`src/rtl/wbr_out_mbist.sv`:
```
// Output-side IEEE 1500 wrapper boundary register for the MBIST core results.
// Optional build macro: WBR_SAFE_STATE_EN adds safe_outputs forcing of the test-path outputs.
module wbr_out_mbist #(
  parameter  int DATA_W = 8,
  localparam int L      = DATA_W + 2,
  localparam int CNT_W  = $clog2(L)
) (
  input  logic              CLK,
  input  logic              reset,
  input  logic              wse_outputs,
  input  logic              capture_outputs,
  input  logic              update_outputs,
  input  logic              hold_outputs,
`ifdef WBR_SAFE_STATE_EN
  input  logic              safe_outputs,
`endif
  input  logic              WPSI3,
  output logic              WPSO3,
  input  logic              CoreOUT_MBISTDONE,
  input  logic              CoreOUT_MBISTFAIL,
  input  logic [DATA_W-1:0] CoreOUT_DOUT,
  output logic              MBISTDONE,
  output logic              MBISTFAIL,
  output logic [DATA_W-1:0] DOUT,
  output logic [CNT_W-1:0]  shift_cnt,
  output logic              frame_done
);

  localparam logic [CNT_W-1:0] LAST = CNT_W'(L - 1);

  // Bit 0 is DOUT[0] (nearest WPSI3); bit L-1 is DONE (drives WPSO3).
  logic [L-1:0] sh;
  logic [L-1:0] up;

  always_ff @(posedge CLK) begin
    if (reset) begin
      sh         <= '0;
      up         <= '0;
      shift_cnt  <= '0;
      frame_done <= 1'b0;
    end else begin
      frame_done <= 1'b0;
      if (wse_outputs) begin
        sh <= {sh[L-2:0], WPSI3};
        if (shift_cnt == LAST) begin
          shift_cnt  <= '0;
          frame_done <= 1'b1;
        end else begin
          shift_cnt <= shift_cnt + CNT_W'(1);
        end
      end else if (capture_outputs) begin
        sh        <= {CoreOUT_MBISTDONE, CoreOUT_MBISTFAIL, CoreOUT_DOUT};
        shift_cnt <= '0;
      end
      if (update_outputs) up <= sh;
    end
  end

  assign WPSO3 = sh[L-1];

  always_comb begin
    MBISTDONE = CoreOUT_MBISTDONE;
    MBISTFAIL = CoreOUT_MBISTFAIL;
    DOUT      = CoreOUT_DOUT;
    if (hold_outputs) begin
      MBISTDONE = up[L-1];
      MBISTFAIL = up[L-2];
      DOUT      = up[DATA_W-1:0];
`ifdef WBR_SAFE_STATE_EN
      if (safe_outputs) begin
        MBISTDONE = 1'b0;
        MBISTFAIL = 1'b0;
        DOUT      = '0;
      end
`endif
    end
  end

endmodule

```
`config.mk`:
```
export PLATFORM = sky130hd
export DESIGN_NAME = wbr_out_mbist
export DESIGN_NICKNAME = d
export VERILOG_FILES = /design/src/rtl/wbr_out_mbist.sv
export SDC_FILE = /design/constraint.sdc
export NUM_CORES = 1
export LEC_CHECK = 0
export BUFFER_PORTS_ARGS = -buffer_cell sky130_fd_sc_hd__buf_2
export CAP_MARGIN = 0
export CORE_ASPECT_RATIO = 0.7
export CORE_MARGIN = 2
export CORE_UTILIZATION = 40
export CTS_BUF_LIST = sky130_fd_sc_hd__clkbuf_2 sky130_fd_sc_hd__clkbuf_4 sky130_fd_sc_hd__clkbuf_8
export DETAILED_ROUTE_END_ITERATION = 10
export HOLD_SLACK_MARGIN = 0.02
export MAX_ROUTING_LAYER = met4
export SYNTH_ARGS = -nofsm -noshare
export SYNTH_HDL_FRONTEND = slang
export SYNTH_SLANG_ARGS = --single-unit
```
`constraint.sdc`:
```
create_clock -name CLK -period 1.45 [get_ports CLK]
set_input_delay 0.3625 -clock CLK [delete_from_list [all_inputs] [get_ports CLK]]
set_output_delay 0.3625 -clock CLK [all_outputs]
set_load 0.05 [all_outputs]
```
Word-level counts from Yosys, hierarchy flattened

Index checks and enable logic that the tools add are counted.
W data, S select, Z words.

Add/subtract/negate cells: 1
Multipliers: 0
Divide/modulo/power cells: 0
Order comparisons: 0
Equality and inequality tests: 1
Shift operators: 0
Multiplexer cells: 9
Bitwise gates (word level): 1
Reduce and logical (&&, ||, !) cells: 2

Operator list:

| cell                  | count |
|---|---|
| $mux W10              | 2 |
| $mux W4               | 3 |
| $mux W8               | 1 |
| $add A4 B1 Y4 const B | 1 |
| $eq A4 B4 Y1 const B  | 1 |
| $mux W1               | 3 |
| $reduce_bool A2 Y1    | 1 |
| $reduce_or A2 Y1      | 1 |
| $not A1 Y1            | 1 |

Register bits: 25
Bits in latches: 0
Memory bits (writable): 0
ROM bits: 0
Bits of input ports: 17
Output and inout port bits: 16
Logic and storage cells: 18
Memories kept: 0

Longest topological paths before layout

Gate-level depths: netlist of run 1.

Word-level depth: 3
Gate-level depth with buffers: 5
Depth with buffers taken out: 5

Worst setup path after synthesis of run 1

OpenSTA, ideal clock, no wires.

Path kind: reg-to-reg
Start: register shift_cnt[0]
End: register shift_cnt[1]
Setup time: 128 ps
Arrival time: 1312 ps
Data required time: 1322 ps
Path slack: 11 ps
Stages on the path, launching flop included: 5
Buffers on the path: 0
Cells stage by stage: dfxtp_1 > ha_1 > nand3b_1 > a32oi_1 > nor2_1

Word-level cells in the longest chain between the ends: 3
Elaborated cells on any way between the ends: 4

RTL lines:

| element                                              | RTL line | RTL |
|---|---|---|
| start, declared                                      | 25       | `output logic [CNT_W-1:0] shift_cnt,` |
| start signal, assigned                               | 49       | `shift_cnt <= shift_cnt + CNT_W'(1);` |
| $add A4 B1 Y4 / $eq A4 B4 Y1 (equally long branches) | 49, 45   |  |
| $mux W4 (*)                                          | 45       | `if (shift_cnt == LAST) begin` |
| $mux W4 (*)                                          | 43       | `if (wse_outputs) begin` |

Every way passes the cells marked *; elsewhere a longest branch is shown, timed or not.
A chain may end at the register's enable or synchronous reset.

Worst setup path after layout of run 1

Start: register up[2]
End: output port DOUT[2]

Word-level cells in the longest chain between the ends: 1

RTL lines:

| element                | RTL line | RTL |
|---|---|---|
| start, declared        | 33       | `logic [L-1:0] up;` |
| start signal, assigned | 55       | `if (update_outputs) up <= sh;` |
| $mux W8                | 65       | `if (hold_outputs) begin` |
| end, declared          | 24       | `output logic [DATA_W-1:0] DOUT,` |

Every way passes these cells.

==> reports/metrics.csv, run 1 <==
metric,value,unit
Final Setup Violations,0,
post-synth net total,134,
Filler cells,274,
CP arrival,1050,ps
"Largest stage delay, worst path",330,ps
Mapped Cells,115,
power after layout,1.43,mW
maxcap violations,0,
r2r startpoint,shift_cnt[0]$_SDFFE_PP0P_,
maximum vdd drop,0.546,mV
grt ovf,0,
worst-margin pin slew,447,ps
R2R depth,4,
die area,0.00341,mm2
Clock Path Buffers,2,
WHS Endpoint,sh[0]$_SDFFE_PP0P_,
DR vias,883,
Routed wire per std cell,13.6,um
share of cells above drive strength 1,0.400,
hold path start,WPSI3,
Final ANT Viol Nets,0,
area delta synth->final,22.2,%
# DRC,0,
worst hold path class,in2reg,
pin count of the biggest net entering global routing,26,
RSZ-0062 raised after global routing,false,
H-Tree Depth,1,
"Design Area, Final",0.00144,mm2
synth warn,0,
Final GP Congestion,0.821,
CTS Sinks,25,
cell depth of the worst hold path,3,
crit path max fanout,2,
PortBufs,32,
Yosys reg bits,25,
period utilisation layout,0.971,
Clock Skews,0.558,ps
Synth area leader,dfxtp_1,
ranking of synthesized cells by area,"dfxtp_1 (42%), mux2_2 (19%), mux2i_1 (17%)",
"Hold Vio Cnt, Final",0,
CP max-delay cell,dfxtp_1,
postcts setup bufs,0,
Core ar.,0.00280,mm2
Crit. End Element,output port,
routed vias/inst,4.88,
std cell rows,16,
top post-synthesis cells by count,"dfxtp_1 (25), nor2_1 (22), mux2_2 (20), mux2i_1 (20), buf_2 (4)",
Mapped Avg Cell Area,10.3,um2
initial antenna violation count,0,
"critical path, cell by cell",mux2_2 -> buf_4,
number of I/O pins,33,
TritonCTS buffer count,3,
starting density of the core,0.421,
critical path class,reg2out,
Mapped Area,0.00118,mm2
final WL,2.46,mm
hpwl dp,1.71,mm
crit path launch type,flip-flop,
"Seq/Total Area, Yosys",0.424,
initial DRC count,23,
Placed Area,0.00136,mm2
minimum clock period,1410,ps
DR pass1 iterations,4,
Worst-path clk slew,80,ps
"Async S/R FF share, synth",0,
number of synthesized flops with an enable pin,0,
Die W,69.0,um
cell area power density,993,mW/mm2
count of cell types in the netlist,21,
share of the synthesized area in the top cell type,0.424,
f_max,0.710,GHz
ant diodes,0,
"Data required, critical path",1090,ps
vias in the first global route,855,
final setup margin,42.1,ps
cts hold-fix bufs,0,
Final TNS setup,0,ps
status,"complete, no violations",
Clock Latency Late Sink,260,ps
total track usage,0.160,
worst reg2reg endpoint,shift_cnt[1]$_SDFFE_PP0P_,
most common flop cell mapped by yosys,dfxtp_1,
slew margin rel.,0.702,
Final nets,165,
Reg2Reg Setup Slack,220,ps
first-pass GRT wire length,3.96,mm
most frequent cell after synthesis,dfxtp_1,
Root Buffer Master,clkbuf_8,
Pleak,0.680,nW
Max Slew Vio Count,0,
TritonCTS clock tree,yes,
DIE HEIGHT,49.5,um
Placement Setup Slack,-124,ps
## cell families (layout without fill, tap and decap cells)
family / Yosys count / count (layout) / synth area share
flops: 25 / 25 / 0.424
mux: 40 / 40 / 0.360
compound gates: 6 / 6 / 0.0328
fa+ha+maj: 2 / 2 / 0.0212
buf+inv: 11 / 41 / 0.0424
simple gates: 31 / 31 / 0.120
## metrics by stage
stage,cells,hold WS (ps),utilization
detailed placement,177,478,0.486
floorplan,115,454,-
global placement,177,466,0.486
finish,181,347,0.515
global route,181,372,0.515
CTS,181,345,0.512
## worst max-delay path by stage
stage / start / end / cells past startpoint
finish: up[2]$_SDFFE_PP0P_ / DOUT[2] / 2
floorplan: shift_cnt[0]$_SDFFE_PP0P_ / shift_cnt[1]$_SDFFE_PP0P_ / 4
global placement: hold_outputs / DOUT[3] / 3
detailed placement: hold_outputs / MBISTFAIL / 3
global route: up[2]$_SDFFE_PP0P_ / DOUT[2] / 2
CTS: up[5]$_SDFFE_PP0P_ / DOUT[5] / 2
## power by group
part	total (mW)	internal [mW]	switching [mW]
clock	0.408	0.192	0.216
sequential	0.734	0.713	0.0203
combinational	0.292	0.121	0.172
## final cells by class
type / count / area, um2 / share of cell area
Timing Repair Buffer: 34 / 210 / 0.146
Sequential cell: 25 / 500 / 0.347
Clock inverter: 1 / 5.00 / 0.00347
Tap cell: 36 / 45.0 / 0.0312
Inverter: 3 / 11.3 / 0.00780
Multi-Input combinational cell: 79 / 631 / 0.437
Clock buffer: 3 / 41.3 / 0.0286
## state kept, by name, summed over array words and instances (netlist names)
register    cells
up             10
sh             10
shift_cnt       4
frame_done      1
## per-layer routing
metal,share of wire,global-route usage,routed length [um],up-vias
met5,0,-,0,-
li1,-,-,-,460
met1,0.51,0.217,1260,396
met3,0.056,0.0548,137,2
met4,0.0028,0.0196,7,0
met2,0.43,0.239,1060,25
## cell usage in the layout, fill, tap and decap left out, types with 2 or more instances in the layout
master / Yosys / routed
nor2_1: 22 / 22
clkbuf_8: 0 / 3
nand3b_1: 2 / 2
a21oi_1: 2 / 2
nand2_1: 2 / 2
buf_2: 4 / 21
dfxtp_1: 25 / 25
buf_4: 1 / 11
buf_6: 0 / 2
ha_1: 2 / 2
mux2i_1: 20 / 20
mux2_2: 20 / 20
inv_1: 3 / 3
## critical path: cells and delay by family (launching register included)
kind / cells / cell delay (ps)
buffers and inverters: 1 / 190
DFF: 1 / 330
muxes: 1 / 260
## repair_timing
item | 4_1_cts | 5_1_grt
endpoints found under the setup margin | 10 | 2
gates resized for setup | 10 | 5
pin swaps | 0 | 0
No activity file was read; power rests on OpenSTA's default activity.
==> run 2, diff against run 1 <==
--- a/config.mk
+++ b/config.mk
@@ -5,6 +5,7 @@
 export SDC_FILE = /design/constraint.sdc
 export NUM_CORES = 1
 export LEC_CHECK = 0
+export ABC_AREA = 1
 export BUFFER_PORTS_ARGS = -buffer_cell sky130_fd_sc_hd__buf_2
 export CAP_MARGIN = 0
 export CORE_ASPECT_RATIO = 0.7
==> reports/metrics.csv, run 2 <==
metric,value,unit,change
postcts setup bufs,0,,unchanged
# DRC,0,,unchanged
Mapped Cells,174,,was 115
routed vias/inst,4.80,,was 4.88
CP arrival,1020,ps,was 1050 ps
count of cell types in the netlist,23,,was 21
starting density of the core,0.409,,was 0.421
Flop pwr share,0.501,,was 0.512
Max Slew Vio Count,0,,unchanged
Final GP Congestion,0.860,,was 0.821
grt ovf,0,,unchanged
Mapped Area,0.00126,mm2,was 0.00118 mm2
period utilisation layout,0.956,,was 0.971
pin count of the biggest net entering global routing,21,,was 26
Synth area leader,dfxtp_1,,unchanged
Core ar.,0.00308,mm2,was 0.00280 mm2
CP max-delay cell,buf_2,,was dfxtp_1
status,"complete, no violations",,unchanged
cell area power density,975,mW/mm2,was 993 mW/mm2
number of synthesized flops with an enable pin,0,,unchanged
share of cells above drive strength 1,0.313,,was 0.400
ant diodes,0,,unchanged
Int Pwr,1.04,mW,was 1.03 mW
Clock Path Buffers,2,,unchanged
minimum clock period,1390,ps,was 1410 ps
vias in the first global route,1103,,was 855
ranking of synthesized cells by area,"dfxtp_1 (40%), nand2_1 (13%), o211ai_2 (8.9%)",,"was dfxtp_1 (42%), mux2_2 (19%), mux2i_1 (17%)"
combinational share of power,0.213,,was 0.204
synth warn,0,,unchanged
"critical path, cell by cell",buf_4 -> nand2_1 -> o21ai_1 -> buf_2,,was mux2_2 -> buf_4
share of the synthesized area in the top cell type,0.396,,was 0.424
Clock Latency Late Sink,270,ps,was 260 ps
DR vias,1180,,was 883
initial DRC count,44,,was 23
"most common cell after layout, fill and taps aside",nand2_1,,was dfxtp_1
Final Setup Violations,0,,unchanged
crit path launch type,primary input,,was flip-flop
"Largest stage delay, worst path",290,ps,was 330 ps
Top Registers,"sh x10, up x10, shift_cnt x4",,unchanged
slew margin rel.,0.779,,was 0.702
"Hold Vio Cnt, Final",0,,unchanged
Placement Setup Slack,-58.4,ps,was -124 ps
Psw,0.459,mW,was 0.408 mW
hpwl dp,2.10,mm,was 1.71 mm
Final nets,228,,was 165
CP bufs+invs,2,,was 1
final setup margin,64.4,ps,was 42.1 ps
std cell rows,17,,was 16
worst-margin pin slew,330,ps,was 447 ps
WP depth,4,,was 2
"Data required, critical path",1090,ps,about the same
Mapped Avg Cell Area,7.26,um2,was 10.3 um2
final WL,2.93,mm,was 2.46 mm
worst hold path class,in2reg,,unchanged
cell depth of the worst hold path,2,,was 3
Filler cells,310,,was 274
Pleak,0.812,nW,was 0.680 nW
Yosys reg bits,25,,unchanged
critical path class,in2out,,was reg2out
Routed wire per std cell,11.9,um,was 13.6 um
Root Buffer Master,clkbuf_8,,unchanged
Worst-path clk slew,80,ps,about the same
Crit path max-delay family,buffers and inverters,,was flip-flops
top post-synthesis cells by count,"nand2_1 (43), dfxtp_1 (25), inv_1 (24), nor2_1 (23), o21ai_0 (21)",,"was dfxtp_1 (25), nor2_1 (22), mux2_2 (20), mux2i_1 (20), buf_2 (4)"
area delta synth->final,21.5,%,was 22.2%
R2R depth,7,,was 4
hold_ws,317,ps,was 347 ps
CTS Sinks,25,,unchanged
Die W,71.1,um,was 69.0 um
maxcap violations,0,,unchanged
TritonCTS clock tree,yes,,unchanged
TritonCTS buffer count,3,,unchanged
total track usage,0.180,,was 0.160
DIE HEIGHT,51.0,um,was 49.5 um
"commonest non-fill, non-tap cells in the layout","nand2_1 (43), buf_2 (30), inv_1 (24)",,"was dfxtp_1 (25), nor2_1 (22), buf_2 (21)"
"Async S/R FF share, synth",0,,unchanged
post-synth net total,193,,was 134
most frequent cell after synthesis,nand2_1,,was dfxtp_1
"Seq/Total Area, Yosys",0.396,,was 0.424
switch share,0.307,,was 0.285
number of I/O pins,33,,unchanged
DR pass1 iterations,4,,unchanged
first-pass GRT wire length,4.97,mm,was 3.96 mm
die area,0.00363,mm2,was 0.00341 mm2
Final ANT Viol Nets,0,,unchanged
RSZ-0062 raised after global routing,false,,unchanged
Final Util,0.497,,was 0.515
Crit. End Element,output port,,unchanged
most common flop cell mapped by yosys,dfxtp_1,,unchanged
H-Tree Depth,1,,unchanged
crit path max fanout,20,,was 2
initial antenna violation count,0,,unchanged
maximum vdd drop,0.428,mV,was 0.546 mV
PortBufs,32,,unchanged
Clock Skews,4.87,ps,was 0.558 ps
power after layout,1.50,mW,was 1.43 mW
power share of the clock group,0.286,,was 0.285
f_max,0.722,GHz,was 0.710 GHz
-- run 2: cell type report --
type                            count  area [um2]  share of cell area
Sequential cell                    25         504               0.329
Timing Repair Buffer               37         215               0.140
Tap cell                           38        47.5              0.0310
Multi-Input combinational cell    116         621               0.405
Clock buffer                        4        48.8              0.0318
Inverter                           26        97.6              0.0636
-- run 2: kinds of logic (layout without fill, tap and decap cells) --
family	after synthesis	in the layout	synth area share
AND/OR/NAND/NOR	79	79	0.272
AO/OA/AOI/OAI	34	34	0.193
buffers and inverters	33	67	0.112
flip-flops	25	25	0.396
adder cells (fa/ha/maj)	2	2	0.0198
XOR/XNOR	1	1	0.00694
-- run 2: per-layer routing --
| layer | routed length, um | up-vias | track usage |
|---|---|---|---|
| met3 | 199 | 5 | 0.0572 |
| li1 | - | 612 | - |
| met1 | 1420 | 527 | 0.232 |
| met4 | 29 | 0 | 0.0597 |
| met2 | 1280 | 36 | 0.267 |
| met5 | 0 | - | - |
-- run 2: through the flow --
stage | instances | instance area [um2] | TNS, ps
after CTS | 246 | 1530 | 0
after detailed placement | 242 | 1480 | -217
after global placement | 242 | 1480 | -138
after floorplan | 174 | 1260 | -1930
final | 246 | 1530 | 0
after global routing | 246 | 1530 | 0
-- run 2: path summary, 6_finish.rpt --
kind	slack [ps]	startpoint	endpoint
max	60	hold_outputs	DOUT[3]
min	320	reset	shift_cnt[2]$_SDFFE_PP0P_
max reg2reg	300	shift_cnt[1]$_SDFFE_PP0P_	shift_cnt[2]$_SDFFE_PP0P_
min reg2reg	510	up[5]$_SDFFE_PP0P_	up[5]$_SDFFE_PP0P_
-- run 2: timing repair --
action / 4_1_cts / 5_1_grt
endpoints found under the setup margin: 10 / 1
gates resized for setup: 1 / 2
hold buffers: 0 / 0
-- run 2: power by group through the flow --
stage	sequential, mW	clock, mW	combinational, mW
2_1_floorplan	0.778	0	0.213
3_3_place_gp	0.763	0	0.313
3_5_place_dp	0.765	0	0.319
4_1_cts	0.749	0.445	0.322
5_1_grt	0.754	0.482	0.346
6_report	0.750	0.427	0.319
==> run 3, diff against run 2 <==
--- a/config.mk
+++ b/config.mk
@@ -9,12 +9,12 @@
 export BUFFER_PORTS_ARGS = -buffer_cell sky130_fd_sc_hd__buf_2
 export CAP_MARGIN = 0
 export CORE_ASPECT_RATIO = 0.7
-export CORE_MARGIN = 2
 export CORE_UTILIZATION = 40
 export CTS_BUF_LIST = sky130_fd_sc_hd__clkbuf_2 sky130_fd_sc_hd__clkbuf_4 sky130_fd_sc_hd__clkbuf_8
 export DETAILED_ROUTE_END_ITERATION = 10
 export HOLD_SLACK_MARGIN = 0.02
 export MAX_ROUTING_LAYER = met4
+export RECOVER_POWER = 50
 export SYNTH_ARGS = -nofsm -noshare
 export SYNTH_HDL_FRONTEND = slang
 export SYNTH_SLANG_ARGS = --single-unit
==> reports/metrics.csv, run 3 (synthesis results as in run 2) <==
metric,value,unit,change
WHS Endpoint,shift_cnt[2]$_SDFFE_PP0P_,,unchanged
Root Buffer Master,clkbuf_8,,unchanged
crit path max fanout,2,,was 20
hpwl dp,2.05,mm,was 2.10 mm
initial DRC count,25,,was 44
pin count of the biggest net entering global routing,22,,was 21
Max Slew Vio Count,0,,unchanged
"most common cell after layout, fill and taps aside",nand2_1,,unchanged
CTS Sinks,25,,unchanged
slew margin rel.,0.712,,was 0.779
total track usage,0.185,,was 0.180
number of I/O pins,33,,unchanged
hold path start,reset,,unchanged
Final Setup Violations,0,,unchanged
"Data required, critical path",1090,ps,about the same
Clock Skews,3.73,ps,was 4.87 ps
cell area power density,1000,mW/mm2,was 975 mW/mm2
PortBufs,32,,unchanged
grt ovf,0,,unchanged
Reg2Reg Setup Slack,340,ps,was 300 ps
TritonCTS buffer count,3,,unchanged
std cell rows,16,,was 17
cell depth of the worst hold path,2,,unchanged
CP startpoint,up[7]$_SDFFE_PP0P_,,was hold_outputs
worst reg2reg endpoint,shift_cnt[3]$_SDFFE_PP0P_,,was shift_cnt[2]$_SDFFE_PP0P_
DIE HEIGHT,49.0,um,was 51.0 um
Final ANT Viol Nets,0,,unchanged
power share of the clock group,0.289,,was 0.286
vias in the first global route,1129,,"was 1,103"
starting density of the core,0.435,,was 0.409
H-Tree Depth,1,,unchanged
"Hold Vio Cnt, Final",0,,unchanged
period utilisation layout,0.955,,was 0.956
final WL,2.82,mm,was 2.93 mm
Placement Setup Slack,-29.9,ps,was -58.4 ps
"critical path, cell by cell",nand2_1 -> o21ai_1 -> buf_2,,was buf_4 -> nand2_1 -> o21ai_1 -> buf_2
Core ar.,0.00290,mm2,was 0.00308 mm2
# DRC,0,,unchanged
worst-margin pin slew,431,ps,was 330 ps
die area,0.00339,mm2,was 0.00363 mm2
Final nets,228,,unchanged
combinational share of power,0.206,,was 0.213
"commonest non-fill, non-tap cells in the layout","nand2_1 (44), buf_2 (29), inv_1 (25)",,"was nand2_1 (43), buf_2 (30), inv_1 (24)"
Routed wire per std cell,11.6,um,was 11.9 um
cts hold-fix bufs,0,,unchanged
crit path launch type,flip-flop,,was primary input
minimum clock period,1380,ps,was 1390 ps
routed vias/inst,4.79,,was 4.80
Crit. End Element,output port,,unchanged
r2r startpoint,shift_cnt[1]$_SDFFE_PP0P_,,unchanged
worst hold path class,in2reg,,unchanged
status,"complete, no violations",,unchanged
switch share,0.305,,was 0.307
CP arrival,1020,ps,about the same
share of cells above drive strength 1,0.260,,was 0.313
Die W,69.1,um,was 71.1 um
Filler cells,298,,was 310
Flop pwr share,0.505,,was 0.501
Int Pwr,1.03,mW,was 1.04 mW
RSZ-0062 raised after global routing,false,,unchanged
postcts setup bufs,0,,unchanged
DR pass1 iterations,4,,unchanged
Psw,0.452,mW,was 0.459 mW
initial antenna violation count,0,,unchanged
Final GP Congestion,0.818,,was 0.860
area delta synth->final,17.4,%,was 21.5%
R2R depth,7,,unchanged
Pleak,0.761,nW,was 0.812 nW
Clock Path Buffers,2,,unchanged
maximum vdd drop,0.470,mV,was 0.428 mV
maxcap violations,0,,unchanged
DR vias,1169,,"was 1,180"
TritonCTS clock tree,yes,,unchanged
ant diodes,0,,unchanged
Clock Latency Late Sink,270,ps,about the same
"Largest stage delay, worst path",340,ps,was 290 ps
Top Registers,"sh x10, up x10, shift_cnt x4",,unchanged
Final TNS setup,0,ps,unchanged
CP max-delay cell,dfxtp_1,,was buf_2
first-pass GRT wire length,4.91,mm,was 4.97 mm
critical path class,reg2out,,was in2out
Worst-path clk slew,80,ps,about the same
final setup margin,65.7,ps,was 64.4 ps
f_max,0.722,GHz,about the same
## run 3: cell count changes in the layout (fill, tap and decap cells not counted), sizes merged
| cell | before | now |
|---|---|---|
| buf | 36 | 35 |
| clkbuf | 5 | 6 |
## run 3: power by group through the flow
stage               Combinational (mW)  Sequential (mW)  Clock [mW]
global placement                 0.312            0.764           0
detailed placement               0.318            0.764           0
floorplan                        0.213            0.778           0
CTS                              0.320            0.748       0.440
global route                     0.336            0.754       0.476
finish                           0.305            0.749       0.428
## run 3: per-layer routing
layer	track usage	routed length, um	vias to the layer above
li1	-	-	611
met1	0.235	1440	526
met2	0.299	1200	28
met3	0.0558	156	4
met4	0.0238	20	0
met5	-	0	-
## run 3: critical path: cells and delay by family, from the launching register on
kind | cells | cell delay (ps)
compound gates | 1 | 80
flops | 1 | 340
simple gates | 1 | 50
buf+inv | 1 | 280
## run 3: what timing repair did
action | CTS | global route
setup endpoints to repair | 8 | 1
resized for setup | 1 | 2
pin swaps | 0 | 0
## run 3: how the worst max path moves through the flow
stage | cells past startpoint | end | slack, ps
2_1_floorplan | 2 | DOUT[0] | -190
3_3_place_gp | 4 | DOUT[4] | -4
6_report | 3 | DOUT[7] | 70
4_1_cts | 1 | shift_cnt[2] | 40
5_1_grt | 3 | MBISTDONE | 8
3_5_place_dp | 4 | DOUT[2] | -30
## run 3: through the flow
| step | hold slack (ps) | cell area, um2 | std cells | util | power, mW |
|---|---|---|---|---|---|
| global route | 317 | 1480 | 244 | 0.511 | 1.57 |
| CTS | 319 | 1530 | 244 | 0.526 | 1.51 |
| floorplan | 424 | 1260 | 174 | - | 0.991 |
| finish | 310 | 1480 | 244 | 0.511 | 1.48 |
| detailed placement | 488 | 1480 | 240 | 0.509 | 1.08 |
| global placement | 476 | 1480 | 240 | 0.509 | 1.08 |
## run 3: final cells by class
type,instances,area [um2],share of cell area
multi-input combinational,116,573,0.386
tap,36,45.0,0.0304
timing repair buffer,37,214,0.144
clock buffer,4,48.8,0.0329
sequential,25,504,0.340
inverter,26,97.6,0.0658
